$ cat src/rtl/id_fetch_ctrl_if.sv
// Fetch/decode boundary bundle: fetch payload in, fetch control out, plus the
// hazard sideband and the ID/EX payload handed to the next stage.
interface id_fetch_ctrl_if #(
  parameter int XLEN = 32
);
  logic [XLEN-1:0] if_pc;
  logic [XLEN-1:0] if_pc_plus_4;
  logic [31:0]     if_instruction;
  logic [XLEN-1:0] rs1_data;
  logic [XLEN-1:0] rs2_data;
  logic            ex_reg_write;
  logic            ex_mem_read;
  logic [4:0]      ex_rd;
  logic            mem_mem_read;
  logic [4:0]      mem_rd;

  logic            stall_f;
  logic            pc_src;
  logic [XLEN-1:0] pc_branch_dest;
  logic            id_valid;
  logic [XLEN-1:0] id_pc;
  logic [XLEN-1:0] id_pc_plus_4;
  logic [31:0]     id_instruction;
  logic [4:0]      rs1_addr;
  logic [4:0]      rs2_addr;

  // Pipeline side: supplies fetch payload and hazard info, consumes control.
  modport master (
    output if_pc, if_pc_plus_4, if_instruction, rs1_data, rs2_data,
           ex_reg_write, ex_mem_read, ex_rd, mem_mem_read, mem_rd,
    input  stall_f, pc_src, pc_branch_dest, id_valid, id_pc, id_pc_plus_4,
           id_instruction, rs1_addr, rs2_addr
  );

  // Controller side.
  modport slave (
    input  if_pc, if_pc_plus_4, if_instruction, rs1_data, rs2_data,
           ex_reg_write, ex_mem_read, ex_rd, mem_mem_read, mem_rd,
    output stall_f, pc_src, pc_branch_dest, id_valid, id_pc, id_pc_plus_4,
           id_instruction, rs1_addr, rs2_addr
  );
endinterface

$ cat src/rtl/id_fetch_ctrl.sv
// IF/ID pipeline register with ID-stage branch resolution, hazard stalls and
// wrong-path squashing after a redirect.
module id_fetch_ctrl #(
  parameter int XLEN         = 32,
  parameter int SQUASH_SLOTS = 2
) (
  input  logic          clk,
  input  logic          reset,
  id_fetch_ctrl_if.slave bus
);

  localparam int CW = (SQUASH_SLOTS > 0) ? $clog2(SQUASH_SLOTS + 1) : 1;
  localparam logic [31:0] NOP = 32'h0000_0013;

  localparam logic [6:0] OP_LOAD   = 7'b0000011;
  localparam logic [6:0] OP_IMM    = 7'b0010011;
  localparam logic [6:0] OP_STORE  = 7'b0100011;
  localparam logic [6:0] OP_REG    = 7'b0110011;
  localparam logic [6:0] OP_BRANCH = 7'b1100011;
  localparam logic [6:0] OP_JALR   = 7'b1100111;
  localparam logic [6:0] OP_JAL    = 7'b1101111;

  typedef enum logic {RUN, SQUASH} state_t;

  state_t          state_q, state_d;
  logic [CW-1:0]   cnt_q, cnt_d;
  logic            valid_q;
  logic [XLEN-1:0] pc_q, pc4_q;
  logic [31:0]     instr_q;

  logic [6:0]      opcode;
  logic [2:0]      funct3;
  logic [4:0]      rs1, rs2;
  logic            is_branch, is_jal, is_jalr, uses_rs1, uses_rs2;
  logic [XLEN-1:0] b_imm, j_imm, i_imm;
  logic            load_use, branch_haz, stall, taken, redirect;
  logic [XLEN-1:0] dest;

  assign opcode = instr_q[6:0];
  assign funct3 = instr_q[14:12];
  assign rs1    = instr_q[19:15];
  assign rs2    = instr_q[24:20];

  assign is_branch = (opcode == OP_BRANCH);
  assign is_jal    = (opcode == OP_JAL);
  assign is_jalr   = (opcode == OP_JALR);
  assign uses_rs1  = (opcode == OP_REG) || (opcode == OP_IMM) || (opcode == OP_LOAD) ||
                     (opcode == OP_STORE) || is_branch || is_jalr;
  assign uses_rs2  = (opcode == OP_REG) || (opcode == OP_STORE) || is_branch;

  assign b_imm = XLEN'($signed({instr_q[31], instr_q[7], instr_q[30:25], instr_q[11:8], 1'b0}));
  assign j_imm = XLEN'($signed({instr_q[31], instr_q[19:12], instr_q[20], instr_q[30:21], 1'b0}));
  assign i_imm = XLEN'($signed(instr_q[31:20]));

  function automatic logic src_match(input logic [4:0] rd, input logic [4:0] a1,
                                     input logic [4:0] a2, input logic u1, input logic u2);
    return (u1 && (rd == a1)) || (u2 && (rd == a2));
  endfunction

  assign load_use = valid_q && bus.ex_mem_read && (bus.ex_rd != 5'd0) &&
                    src_match(bus.ex_rd, rs1, rs2, uses_rs1, uses_rs2);

  // Branch/JALR compare in ID, so even a plain ALU result still in EX is too late.
  assign branch_haz = valid_q && (is_branch || is_jalr) &&
                      ((bus.ex_reg_write && (bus.ex_rd != 5'd0) &&
                        src_match(bus.ex_rd, rs1, rs2, uses_rs1, uses_rs2)) ||
                       (bus.mem_mem_read && (bus.mem_rd != 5'd0) &&
                        src_match(bus.mem_rd, rs1, rs2, uses_rs1, uses_rs2)));

  assign stall = load_use || branch_haz;

  // NOTE: every combinational output gets a default first so no path infers a latch.
  always_comb begin
    taken = 1'b0;
    if (is_jal || is_jalr) begin
      taken = 1'b1;
    end else if (is_branch) begin
      case (funct3)
        3'b000:  taken = (bus.rs1_data == bus.rs2_data);
        3'b001:  taken = (bus.rs1_data != bus.rs2_data);
        3'b100:  taken = ($signed(bus.rs1_data) <  $signed(bus.rs2_data));
        3'b101:  taken = ($signed(bus.rs1_data) >= $signed(bus.rs2_data));
        3'b110:  taken = (bus.rs1_data <  bus.rs2_data);
        3'b111:  taken = (bus.rs1_data >= bus.rs2_data);
        default: taken = 1'b0;
      endcase
    end
  end

  always_comb begin
    dest = '0;
    if (is_branch)    dest = pc_q + b_imm;
    else if (is_jal)  dest = pc_q + j_imm;
    else if (is_jalr) dest = (bus.rs1_data + i_imm) & ~XLEN'(1);
  end

  assign redirect = valid_q && !stall && taken;

  always_comb begin
    state_d = state_q;
    cnt_d   = cnt_q;
    if (!stall) begin
      if (redirect) begin
        cnt_d   = CW'(SQUASH_SLOTS);
        state_d = (SQUASH_SLOTS > 0) ? SQUASH : RUN;
      end else if (state_q == SQUASH) begin
        cnt_d = cnt_q - 1'b1;
        if (cnt_q == CW'(1)) state_d = RUN;
      end
    end
  end

  // NOTE: sequential state uses non-blocking assignments so every register
  // samples pre-edge values regardless of process ordering.
  always_ff @(posedge clk or negedge reset) begin
    if (!reset) begin
      state_q <= RUN;
      cnt_q   <= '0;
    end else begin
      state_q <= state_d;
      cnt_q   <= cnt_d;
    end
  end

  always_ff @(posedge clk or negedge reset) begin
    if (!reset) begin
      valid_q <= 1'b0;
      pc_q    <= '0;
      pc4_q   <= '0;
      instr_q <= NOP;
    end else if (!stall) begin
      valid_q <= (cnt_q == '0) && !redirect;
      pc_q    <= bus.if_pc;
      pc4_q   <= bus.if_pc_plus_4;
      instr_q <= bus.if_instruction;
    end
  end

  assign bus.stall_f        = stall;
  assign bus.pc_src         = redirect;
  assign bus.pc_branch_dest = dest;
  assign bus.id_valid       = valid_q;
  assign bus.id_pc          = pc_q;
  assign bus.id_pc_plus_4   = pc4_q;
  assign bus.id_instruction = instr_q;
  assign bus.rs1_addr       = rs1;
  assign bus.rs2_addr       = rs2;

endmodule

$ cat src/flat_wrapper.sv
// flat-port wrapper written by rule: the top's interface ports become plain ports
module id_fetch_ctrl_flat 
#(
  parameter int XLEN         = 32,
  parameter int SQUASH_SLOTS = 2
)
  (clk, reset, bus_if_pc, bus_if_pc_plus_4, bus_if_instruction, bus_rs1_data, bus_rs2_data, bus_ex_reg_write, bus_ex_mem_read, bus_ex_rd, bus_mem_mem_read, bus_mem_rd, bus_stall_f, bus_pc_src, bus_pc_branch_dest, bus_id_valid, bus_id_pc, bus_id_pc_plus_4, bus_id_instruction, bus_rs1_addr, bus_rs2_addr);
  id_fetch_ctrl_if #(.XLEN(XLEN)) bus_i ();
  input  logic clk;
  input  logic reset;
  input wire logic [$bits(bus_i.if_pc)-1:0] bus_if_pc;
  input wire logic [$bits(bus_i.if_pc_plus_4)-1:0] bus_if_pc_plus_4;
  input wire logic [$bits(bus_i.if_instruction)-1:0] bus_if_instruction;
  input wire logic [$bits(bus_i.rs1_data)-1:0] bus_rs1_data;
  input wire logic [$bits(bus_i.rs2_data)-1:0] bus_rs2_data;
  input wire logic [$bits(bus_i.ex_reg_write)-1:0] bus_ex_reg_write;
  input wire logic [$bits(bus_i.ex_mem_read)-1:0] bus_ex_mem_read;
  input wire logic [$bits(bus_i.ex_rd)-1:0] bus_ex_rd;
  input wire logic [$bits(bus_i.mem_mem_read)-1:0] bus_mem_mem_read;
  input wire logic [$bits(bus_i.mem_rd)-1:0] bus_mem_rd;
  output wire logic [$bits(bus_i.stall_f)-1:0] bus_stall_f;
  output wire logic [$bits(bus_i.pc_src)-1:0] bus_pc_src;
  output wire logic [$bits(bus_i.pc_branch_dest)-1:0] bus_pc_branch_dest;
  output wire logic [$bits(bus_i.id_valid)-1:0] bus_id_valid;
  output wire logic [$bits(bus_i.id_pc)-1:0] bus_id_pc;
  output wire logic [$bits(bus_i.id_pc_plus_4)-1:0] bus_id_pc_plus_4;
  output wire logic [$bits(bus_i.id_instruction)-1:0] bus_id_instruction;
  output wire logic [$bits(bus_i.rs1_addr)-1:0] bus_rs1_addr;
  output wire logic [$bits(bus_i.rs2_addr)-1:0] bus_rs2_addr;
  assign bus_i.if_pc = bus_if_pc;
  assign bus_i.if_pc_plus_4 = bus_if_pc_plus_4;
  assign bus_i.if_instruction = bus_if_instruction;
  assign bus_i.rs1_data = bus_rs1_data;
  assign bus_i.rs2_data = bus_rs2_data;
  assign bus_i.ex_reg_write = bus_ex_reg_write;
  assign bus_i.ex_mem_read = bus_ex_mem_read;
  assign bus_i.ex_rd = bus_ex_rd;
  assign bus_i.mem_mem_read = bus_mem_mem_read;
  assign bus_i.mem_rd = bus_mem_rd;
  assign bus_stall_f = bus_i.stall_f;
  assign bus_pc_src = bus_i.pc_src;
  assign bus_pc_branch_dest = bus_i.pc_branch_dest;
  assign bus_id_valid = bus_i.id_valid;
  assign bus_id_pc = bus_i.id_pc;
  assign bus_id_pc_plus_4 = bus_i.id_pc_plus_4;
  assign bus_id_instruction = bus_i.id_instruction;
  assign bus_rs1_addr = bus_i.rs1_addr;
  assign bus_rs2_addr = bus_i.rs2_addr;
  id_fetch_ctrl #(.XLEN(XLEN), .SQUASH_SLOTS(SQUASH_SLOTS)) u_core (.clk(clk), .reset(reset), .bus(bus_i));
endmodule
$ cat config.mk
export PLATFORM = sky130hd
export DESIGN_NAME = id_fetch_ctrl_flat
export DESIGN_NICKNAME = d
export VERILOG_FILES = /design/src/rtl/id_fetch_ctrl_if.sv /design/src/rtl/id_fetch_ctrl.sv /design/src/flat_wrapper.sv
export SDC_FILE = /design/constraint.sdc
export NUM_CORES = 1
export LEC_CHECK = 0
export CAP_MARGIN = 10
export CORE_MARGIN = 2
export CORE_UTILIZATION = 48
export DETAILED_ROUTE_END_ITERATION = 8
export GPL_TIMING_DRIVEN = 1
export HOLD_SLACK_MARGIN = 0.03
export PLACE_DENSITY_LB_ADDON = 0.15
export SETUP_SLACK_MARGIN = 0.4
export SKIP_CTS_REPAIR_TIMING = 1
export SYNTH_ARGS = -nofsm -noshare
export SYNTH_HDL_FRONTEND = slang
export SYNTH_SLANG_ARGS = --single-unit
$ cat constraint.sdc
create_clock -name clk -period 4.1 [get_ports clk]
set_input_delay 0.41 -clock clk [delete_from_list [all_inputs] [get_ports clk]]
set_output_delay 0.41 -clock clk [all_outputs]
set_load 0.03 [all_outputs]
; Yosys cells after proc, flatten, opt, wreduce, memory -nomap -nowiden
; Index checks and enable logic that the tools add are counted.
[word_totals]
out_inout_bits = 141
in_bits = 175
register_bits = 100
word_cells = 82
[classes]
n_mux = 11
add_sub_neg = 4
reduce_logical = 37
eq_ne = 19
order_cmp = 4
n_bitwise = 1
[ops]
columns = cell, n
row1 = 32-bit adder, 3
row2 = 32-bit two-way mux, 3
row3 = 32-bit greater-or-equal comparator, 2
row4 = 32-bit < comparator, 2
row5 = 32-bit == test, 1
row6 = 32-bit != test, 1
row7 = 7-bit == test (second input constant), 3
row8 = 5-bit == test, 4
row9 = 1-bit logical AND, 16
row10 = 7-bit by 6-bit == test with 1-bit output (second input constant), 2
row11 = 1-bit logical OR, 13
row12 = 3-bit == test (second input constant), 4
row13 = 5-bit nonzero test, 2
row14 = 7-bit by 2-bit == test with 1-bit output (second input constant), 1
row15 = 7-bit by 5-bit == test with 1-bit output (second input constant), 1
row16 = 1-bit case mux with 6 select lines, 1
row17 = 1-bit two-way mux, 5
row18 = 2-bit two-way mux, 2
row19 = 3-bit by 1-bit == test with 1-bit output (second input constant), 1
row20 = 3-bit logical NOT, 1
row21 = 2-bit by 1-bit == test with 1-bit output (second input constant), 1
row22 = 1-bit logical NOT, 2
row23 = 2-bit logical NOT, 1
row24 = 2-bit AND reduction, 1
row25 = 3 further kinds, 3

; Depth between registers and ports, before layout
; Gate-level depths: netlist (run 1).
[logic_depth]
ltp_word = 17
ltp_mapped = 13
ltp_nobuf = 13

; Worst setup path before layout (run 1)
; Ideal clock, no wire load.
[synth_path]
path_type = reg-to-output
startpoint = register u_core.instr_q[31], in the netlist u_core.bus.id_instruction[31]
endpoint = output port bus_pc_branch_dest[29]
path_buffers = 1
slack_ns = -0.280
required_time_ns = 3.690
t_arrival_ns = 3.970
path_stages_with_launch = 13
cell_sequence = dfrtp_1 -> ha_1 -> clkbuf_1 -> a211oi_1 -> o21a_1 -> o211ai_1 -> and3_1 -> a211oi_1 -> o31ai_1 -> a21o_1 -> a21oi_1 -> xor2_1 -> o21ai_0
[synth_via]
elab_chain_cells = 4
word_cells_on_any_way = 6
cone_classes = add/sub: 3 / mux: 3
[synth_rtl]
columns = element, line_no
row1 = start: declaration, id_fetch_ctrl.sv:29  ; logic [31:0] instr_q;
row2 = start signal: assignment, id_fetch_ctrl.sv:135  ; instr_q <= bus.if_instruction;
row3 = 32-bit adder, id_fetch_ctrl.sv:94  ; else if (is_jalr) dest = (bus.rs1_data + i_imm) & ~XLEN'(1);
row4 = 32-bit two-way mux, id_fetch_ctrl.sv:94
row5 = 32-bit two-way mux, id_fetch_ctrl.sv:93  ; else if (is_jal) dest = pc_q + j_imm;
row6 = 32-bit two-way mux (*), id_fetch_ctrl.sv:92  ; if (is_branch) dest = pc_q + b_imm;
row7 = end: declaration, flat_wrapper.sv:23  ; output wire logic [$bits(bus_i.pc_branch_dest)-1:0] bus_pc_branch_dest;
; Mark *: on every way between the ends. The rest lies on a longest branch, timed or not.

; Final worst setup path (run 1)
[layout_path]
startpoint = register u_core.instr_q[20], in the netlist u_core.bus.id_instruction[20]
endpoint = output port bus_pc_branch_dest[30]
[layout_via]
elab_chain_cells = 4
word_cells_on_any_way = 5
cone_classes = add/sub: 2 / mux: 3
[layout_rtl]
columns = element, line_no
row1 = 32-bit adder, id_fetch_ctrl.sv:94
row2 = 32-bit two-way mux, id_fetch_ctrl.sv:94
row3 = 32-bit two-way mux (*), id_fetch_ctrl.sv:93
row4 = 32-bit two-way mux (*), id_fetch_ctrl.sv:92
; Marks and branches as above.

==> key figures, run 1 <==
Finish
  – Finished layout cell area: 0.01479 mm²
  – Antenna Cells: 0
  – Nets: 1720
  – Layout cell share with drive strength beyond 1: 0.2549
  – Post-Layout Cell Count: 1705
  – Layout area overhead: 53.47%

Drt
  – Remaining DRCs: 0
  – Via count: 9896
  – Final antenna-violating net count: 0
  – DR vias/cell: 5.804
  – Iter 0 DRT Violations: 583
  – Final wirelength: 33600 µm
  – 1st-pass router iterations: 6
  – Mean routed wirelength per cell: 19.71 µm

Power
  – Pwr dens: 245.0 mW/mm²
  – Sw frac: 0.3764
  – Clock Power Share: 0.241
  – Cell Int Power: 2259 µW
  – Worst IR Drop VDD: 0.2735 mV
  – Pleak: 0.006416 µW
  – Sequential fraction of design power: 0.310
  – NetSw: 1363 µW
  – Gate power share: 0.449

Synth
  – Synth warn: 0
  – Yosys top cell by area: dfrtp_1
  – Most used DFF post-synth: dfrtp_1
  – Syn Area/Cell: 8.930 µm²
  – Post-synth ARST share: 1.000
  – EDFF count, synth: 0
  – Gate Count Post-Synth: 1079
  – Post-synthesis sequential area ratio: 0.2601
  – Unique masters post-synth: 75
  – Synth top area cells: dfrtp_1, ha_1, mux2_2
  – Top-area cell type share of the netlist area: 0.2519
  – Synth Cell Area: 0.009635 mm²
  – Synth cell count leaders: a21oi_1, ha_1, dfrtp_1
  – Synth Net Count: 1364
  – Synth Register Bits: 100

Setup path
  – CP max stage cell: dfrtp_2
  – Worst r2r dst: u_core.bus.id_pc[5]$_DFFE_PN0N_
  – Max FO, Critical Path: 5
  – Largest stage delay, worst path: 0.47 ns
  – Top delay family on crit path: compound AO/OA/AOI/OAI gates
  – R2R Setup Slk: 1.06 ns
  – Cells on worst reg2reg path: 9
  – Crit end category: output pin
  – Reg-to-reg critical path startpoint: u_core.bus.id_instruction[0]$_DFFE_PN1N_
  – Crit path buf inv count: 1
  – Type of origin of the critical path: flip-flop
  – Worst setup path class: flip-flop to output pin
  – Req. time, crit path: 3.69 ns
  – Crit path cell chain: and2_4 -> fa_2 -> a21o_1 -> a221oi_2 -> nor3_2 -> o2111a_1 -> nand4b_1 -> nand2_2 -> o31ai_4 -> o31ai_2 -> xor2_1 -> o22ai_2 -> buf_12
  – Data arrival time of the worst path: 3.55 ns

Timing
  – Max-Slew Margin vs Limit: 0.5864
  – FMAX: 252.6 MHz
  – Period minus WS final: 3.958 ns
  – Worst setup margin: 0.1415 ns
  – Max Transition Viols Final: 0
  – Period utilization: 0.9655
  – Slew @ Worst Pin: 0.6204 ns
  – Hold Fails Final Rpt: 0
  – Final TNS setup: 0 ns
  – Clk_skew: 0.02422 ns
  – Setup violators final: 0
  – WHS: 0.5064 ns
  – Unrepaired setup endpoints after global routing: true

Placed design
  – Placed cells: 1656
  – Post-DP HPWL: 25920 µm
  – Routability cong.: 0.9367
  – PortBufs: 315
  – Placed inst area: 0.01340 mm²
  – Worst slack, placed: 0.1134 ns

Hold path
  – Min-Delay Path Depth: 1
  – Startpoint of the lowest-slack hold path: u_core.bus.id_pc_plus_4[22]$_DFFE_PN0N_
  – Hold EP: u_core.bus.id_pc_plus_4[22]$_DFFE_PN0N_
  – Hold WC Path Type: flip-flop to flip-flop

Clock tree
  – TritonCTS clock tree: done
  – CTS H-Tree Depth: 3
  – Total CTS buffers: 9
  – Clock Sinks: 100
  – Clock slew at reported path FFs: 0.08 ns
  – CTS root buf: clkbuf_16
  – Longest Clk Path Bufs: 2
  – Clk_lat worst skew: 0.37 ns

Floorplanning
  – Starting Density: 0.4919
  – I/O pins: 316
  – Row cnt: 51
  – Die Ht: 145.7 µm
  – Total die area: 0.02122 mm²
  – Core area: 0.01959 mm²
  – Die W: 145.7 µm

Flow run
  – Max-cap viol count: 0

Global routing
  – Pin count of the biggest net entering global routing: 38
  – GRT Overall Usage: 0.2958
  – First-pass GRT wire length: 50920 µm
  – Total global routing overflow: 0
  – Initial antenna violation count: 0
  – Number of global-route vias before repair: 9693

Outcome
  – Status: finished, final reports clean
layout make-up:
cell class	count	area, µm²
clock buffer	10	229.0
clock inverter	6	60.06
fill	1442	4802
inverter	64	240.2
multi-input combinational	872	7470
sequential	100	2520
tap	265	331.6
timing repair buffer	388	3938
how the worst max path moves through the flow:
stage	startpoint	endpoint	slack, ns	depth (start not counted)
final	u_core.bus.id_instruction[20]$_DFFE_PN0N_	bus_pc_branch_dest[30]	0.14	13
after global routing	u_core.bus.id_instruction[20]$_DFFE_PN0N_	bus_pc_branch_dest[30]	0.006	13
after CTS	u_core.bus.id_pc[1]$_DFFE_PN0N_	bus_pc_branch_dest[23]	-0.12	15
after detailed placement	bus_rs1_data[0]	bus_pc_branch_dest[30]	0.11	14
after global placement	bus_rs2_data[14]	bus_pc_src	0.13	13
after floorplan	u_core.bus.id_instruction[31]$_DFFE_PN0N_	bus_pc_branch_dest[31]	0.48	12
metrics by stage:
step / util / total power [µW]
3_5_place_dp: 0.6841 / 2564
6_report: 0.7549 / 3623
2_1_floorplan: - / 1987
4_1_cts: 0.6989 / 3448
3_3_place_gp: 0.6841 / 2546
5_1_grt: 0.7549 / 3811
metal layers:
metal	vias to the layer above	share of wire	track usage
met5	-	0	0
met4	0	0.014	0.06961
met3	35	0.079	0.06364
met2	413	0.48	0.4986
met1	4746	0.42	0.3889
li1	4702	-	-
flip-flops by register name (all words and copies together), names as in the netlist:
signal                     cells
u_core.bus.id_pc_plus_4       32
u_core.bus.id_instruction     32
u_core.bus.id_valid            1
u_core.cnt_q                   2
u_core.bus.id_pc              32
u_core.state_q                 1
cell families (layout without fill, tap and decap cells):
kind of cell / count (synthesis) / after routing / share of synthesized area
fa+ha+maj: 110 / 110 / 0.1452
compound gates: 359 / 359 / 0.2471
buf+inv: 107 / 468 / 0.04714
flops: 100 / 100 / 0.2601
xor+xnor: 77 / 77 / 0.06999
mux: 96 / 96 / 0.1118
simple gates: 230 / 230 / 0.1187
worst reg2reg max path, stage by stage (launching register included):
cell	delay [ns]
dfstp_2	0.55
nand2_1	0.11
nor4_1	0.37
nand4_1	0.17
a21oi_1	0.23
o21ai_0	0.11
o21a_1	0.13
and3b_4	0.56
buf_4	0.32
mux2_2	0.37
power by group through the flow:
stage	clock [µW]	combinational [µW]	sequential (µW)
global route	920	1760	1130
global placement	0	1410	1140
floorplan	0	757	1230
detailed placement	0	1430	1140
CTS	891	1440	1120
finish	873	1630	1120
placed cells by master (no fill, tap or decap), types with 10 or more instances in the layout:
master           netlist  routed
a211oi_2               0      11
ha_2                   0      14
nand3_1               15      15
dlymetal6s2s_1         0      12
a21oi_1              107      73
o21ai_2                1      12
clkbuf_16              0      10
buf_12                 0      18
buf_4                 10      69
dfrtp_1               97      88
o21bai_1              16      14
nand2_1               71      69
ha_4                   0      13
nand2b_1              11      10
ha_1                 107      80
clkdlybuf4s50_1        0     281
o21ai_0               58      36
inv_1                 64      62
mux2_2                93      93
nand4_1               17      17
xor2_1                31      29
a21o_1                58      58
o21ai_1                1      10
a21oi_2                0      31
nor3_1                16      12
xnor2_1               46      46
nor2_1                46      41
(Power assumes the default switching activity.)
==> run 2: changes to the inputs <==
- REMOVE_ABC_BUFFERS: unset -> 1
- SLEW_MARGIN: unset -> 20
==> run 2 against run 1 <==
- critical path depth is 1 higher
- die area stayed put
- critical path type unchanged
- combinational power is 3% lower
- worst setup slack better by 0.042 ns
- global-route usage hardly changed
- fmax is 1.1% higher
- clock skew is 0.0035 ns higher
- sequential share of layout area is 0.23 points higher
- largest power group unchanged
- total power is 0.94% lower
==> key figures, run 2 (same netlist as run 1, synthesis figures left out) <==
Outcome
  – Status: finished, final reports clean

Clock tree
  – Clock slew at reported path FFs: 0.08 ns
  – CTS H-Tree Depth: 3
  – CTS root buf: clkbuf_16
  – Clk_lat worst skew: 0.38 ns
  – Total CTS buffers: 9
  – Longest Clk Path Bufs: 2
  – TritonCTS clock tree: done
  – Clock Sinks: 100

Finish
  – Most frequent cells in the layout: clkdlybuf4s50_1, mux2_2, ha_1, dfrtp_1, a21oi_1
  – Antenna Cells: 0
  – Layout cell share with drive strength beyond 1: 0.2261
  – Nets: 1704
  – Most common cell after layout, fill and taps aside: clkdlybuf4s50_1
  – Layout area overhead: 51.05%
  – Post-Layout Cell Count: 1689

Timing
  – Max-Slew Margin vs Limit: 0.4752
  – Slew @ Worst Pin: 0.7848 ns
  – Setup violators final: 0
  – Max Transition Viols Final: 0
  – WHS: 0.02559 ns
  – Worst setup margin: 0.1837 ns
  – Clk_skew: 0.02775 ns
  – Period utilization: 0.9552
  – Hold Fails Final Rpt: 0
  – Period minus WS final: 3.916 ns
  – Unrepaired setup endpoints after global routing: true
  – FMAX: 255.3 MHz

Setup path
  – Req. time, crit path: 3.69 ns
  – Worst setup path class: flip-flop to output pin
  – Max FO, Critical Path: 16
  – Data arrival time of the worst path: 3.51 ns
  – Type of origin of the critical path: flip-flop
  – Crit end category: output pin

Floorplanning
  – Total die area: 0.02122 mm²
  – Die W: 145.7 µm
  – Die Ht: 145.7 µm
  – Starting Density: 0.4919
  – I/O pins: 316
  – Row cnt: 51
  – Core area: 0.01959 mm²

Drt
  – Via count: 9772
  – 1st-pass router iterations: 5
  – Remaining DRCs: 0
  – Mean routed wirelength per cell: 19.87 µm
  – Final wirelength: 33560 µm
  – Iter 0 DRT Violations: 634
  – Final antenna-violating net count: 0
  – DR vias/cell: 5.786

Hold path
  – Hold WC Path Type: input port to async pin

Global routing
  – First-pass GRT wire length: 50790 µm
  – Number of global-route vias before repair: 9523
  – Initial antenna violation count: 0
  – Pin count of the biggest net entering global routing: 47
  – Total global routing overflow: 0
  – GRT Overall Usage: 0.2958

Placed design
  – Routability cong.: 0.9341
  – PortBufs: 315
  – Post-DP HPWL: 25160 µm
  – Worst slack, placed: 0.002538 ns
  – Placed cells: 1648

Power
  – Pwr dens: 246.6 mW/mm²
  – Worst IR Drop VDD: 0.2370 mV
  – Pleak: 0.006324 µW

Flow run
  – Max-cap viol count: 0
==> run 2: changes by cell type in the layout (fill, tap and decap cells not counted), sizes merged <==
cell | before | now
clkdlybuf4s50 | 281 | 284
buf | 91 | 76
inv | 66 | 67
clkbuf | 13 | 15
dlygate4sd3 | 1 | 0
dlymetal6s2s | 12 | 7
clkinv | 4 | 3
==> run 2: worst paths after layout <==
kind                                                           startpoint  depth (start not counted)                                   endpoint  slack [ns]
worst max register to register   u_core.bus.id_instruction[0]$_DFFE_PN1N_                          9            u_core.bus.id_pc[0]$_DFFE_PN0N_        0.90
worst min register to register     u_core.bus.id_pc_plus_4[6]$_DFFE_PN0N_                          1     u_core.bus.id_pc_plus_4[6]$_DFFE_PN0N_        0.51
max in group asynchronous                                           reset                          2  u_core.bus.id_instruction[27]$_DFFE_PN0N_        3.20
worst min-delay path                                                reset                          1    u_core.bus.id_pc_plus_4[16]$_DFFE_PN0N_        0.03
min in group clk                   u_core.bus.id_pc_plus_4[6]$_DFFE_PN0N_                          1     u_core.bus.id_pc_plus_4[6]$_DFFE_PN0N_        0.51
worst max-delay path            u_core.bus.id_instruction[31]$_DFFE_PN0N_                         14                     bus_pc_branch_dest[25]        0.18
==> run 2: critical path: stages (launching register included) <==
cell and delay [ns]:
dfrtp_2 0.49, buf_12 0.18, buf_12 0.15, ha_4 0.27
o21a_1 0.10, o211ai_1 0.19, o21ai_1 0.13, a21o_1 0.18
a221o_1 0.37, a21o_1 0.19, a21oi_1 0.19, xor2_1 0.21
nor2_1 0.12, a21o_1 0.18, buf_4 0.16
==> run 2: report_power, final <==
part	total (µW)	switching [µW]	internal (µW)
clock network	878	450	428
logic	1580	826	759
registers	1130	75.3	1050
total	3590	1350	2240
==> run 2: layout make-up <==
type                            instances  area [µm²]
Multi-Input combinational cell        872        7305
Fill cell                            1484        5036
Timing Repair Buffer                  372        3877
Sequential cell                       100        2514
Tap cell                              265       331.6
Inverter                               64       240.2
Clock buffer                           10       229.0
Clock inverter                          6       57.56
==> run 2: per-layer routing <==
metal / up-vias / part of all wire / wire length [µm] / GRT usage
li1: 4678 / - / - / -
met2: 426 / 0.47 / 15780 / 0.4833
met1: 4620 / 0.43 / 14350 / 0.3980
met3: 48 / 0.086 / 2873 / 0.07273
met4: 0 / 0.017 / 559 / 0.06471
met5: - / 0 / 0 / 0
==> run 2: metrics by stage <==
| stage | setup TNS [ns] | utilization | total power (µW) | area (µm²) |
|---|---|---|---|---|
| 6_report | 0 | 0.7429 | 3589 | 14550 |
| 5_1_grt | 0 | 0.7429 | 3768 | 14550 |
| 4_1_cts | -0.3872 | 0.6978 | 3441 | 13670 |
| 2_1_floorplan | -0.5749 | - | 1976 | 9422 |
| 3_5_place_dp | 0 | 0.6831 | 2557 | 13380 |
| 3_3_place_gp | 0 | 0.6831 | 2537 | 13380 |
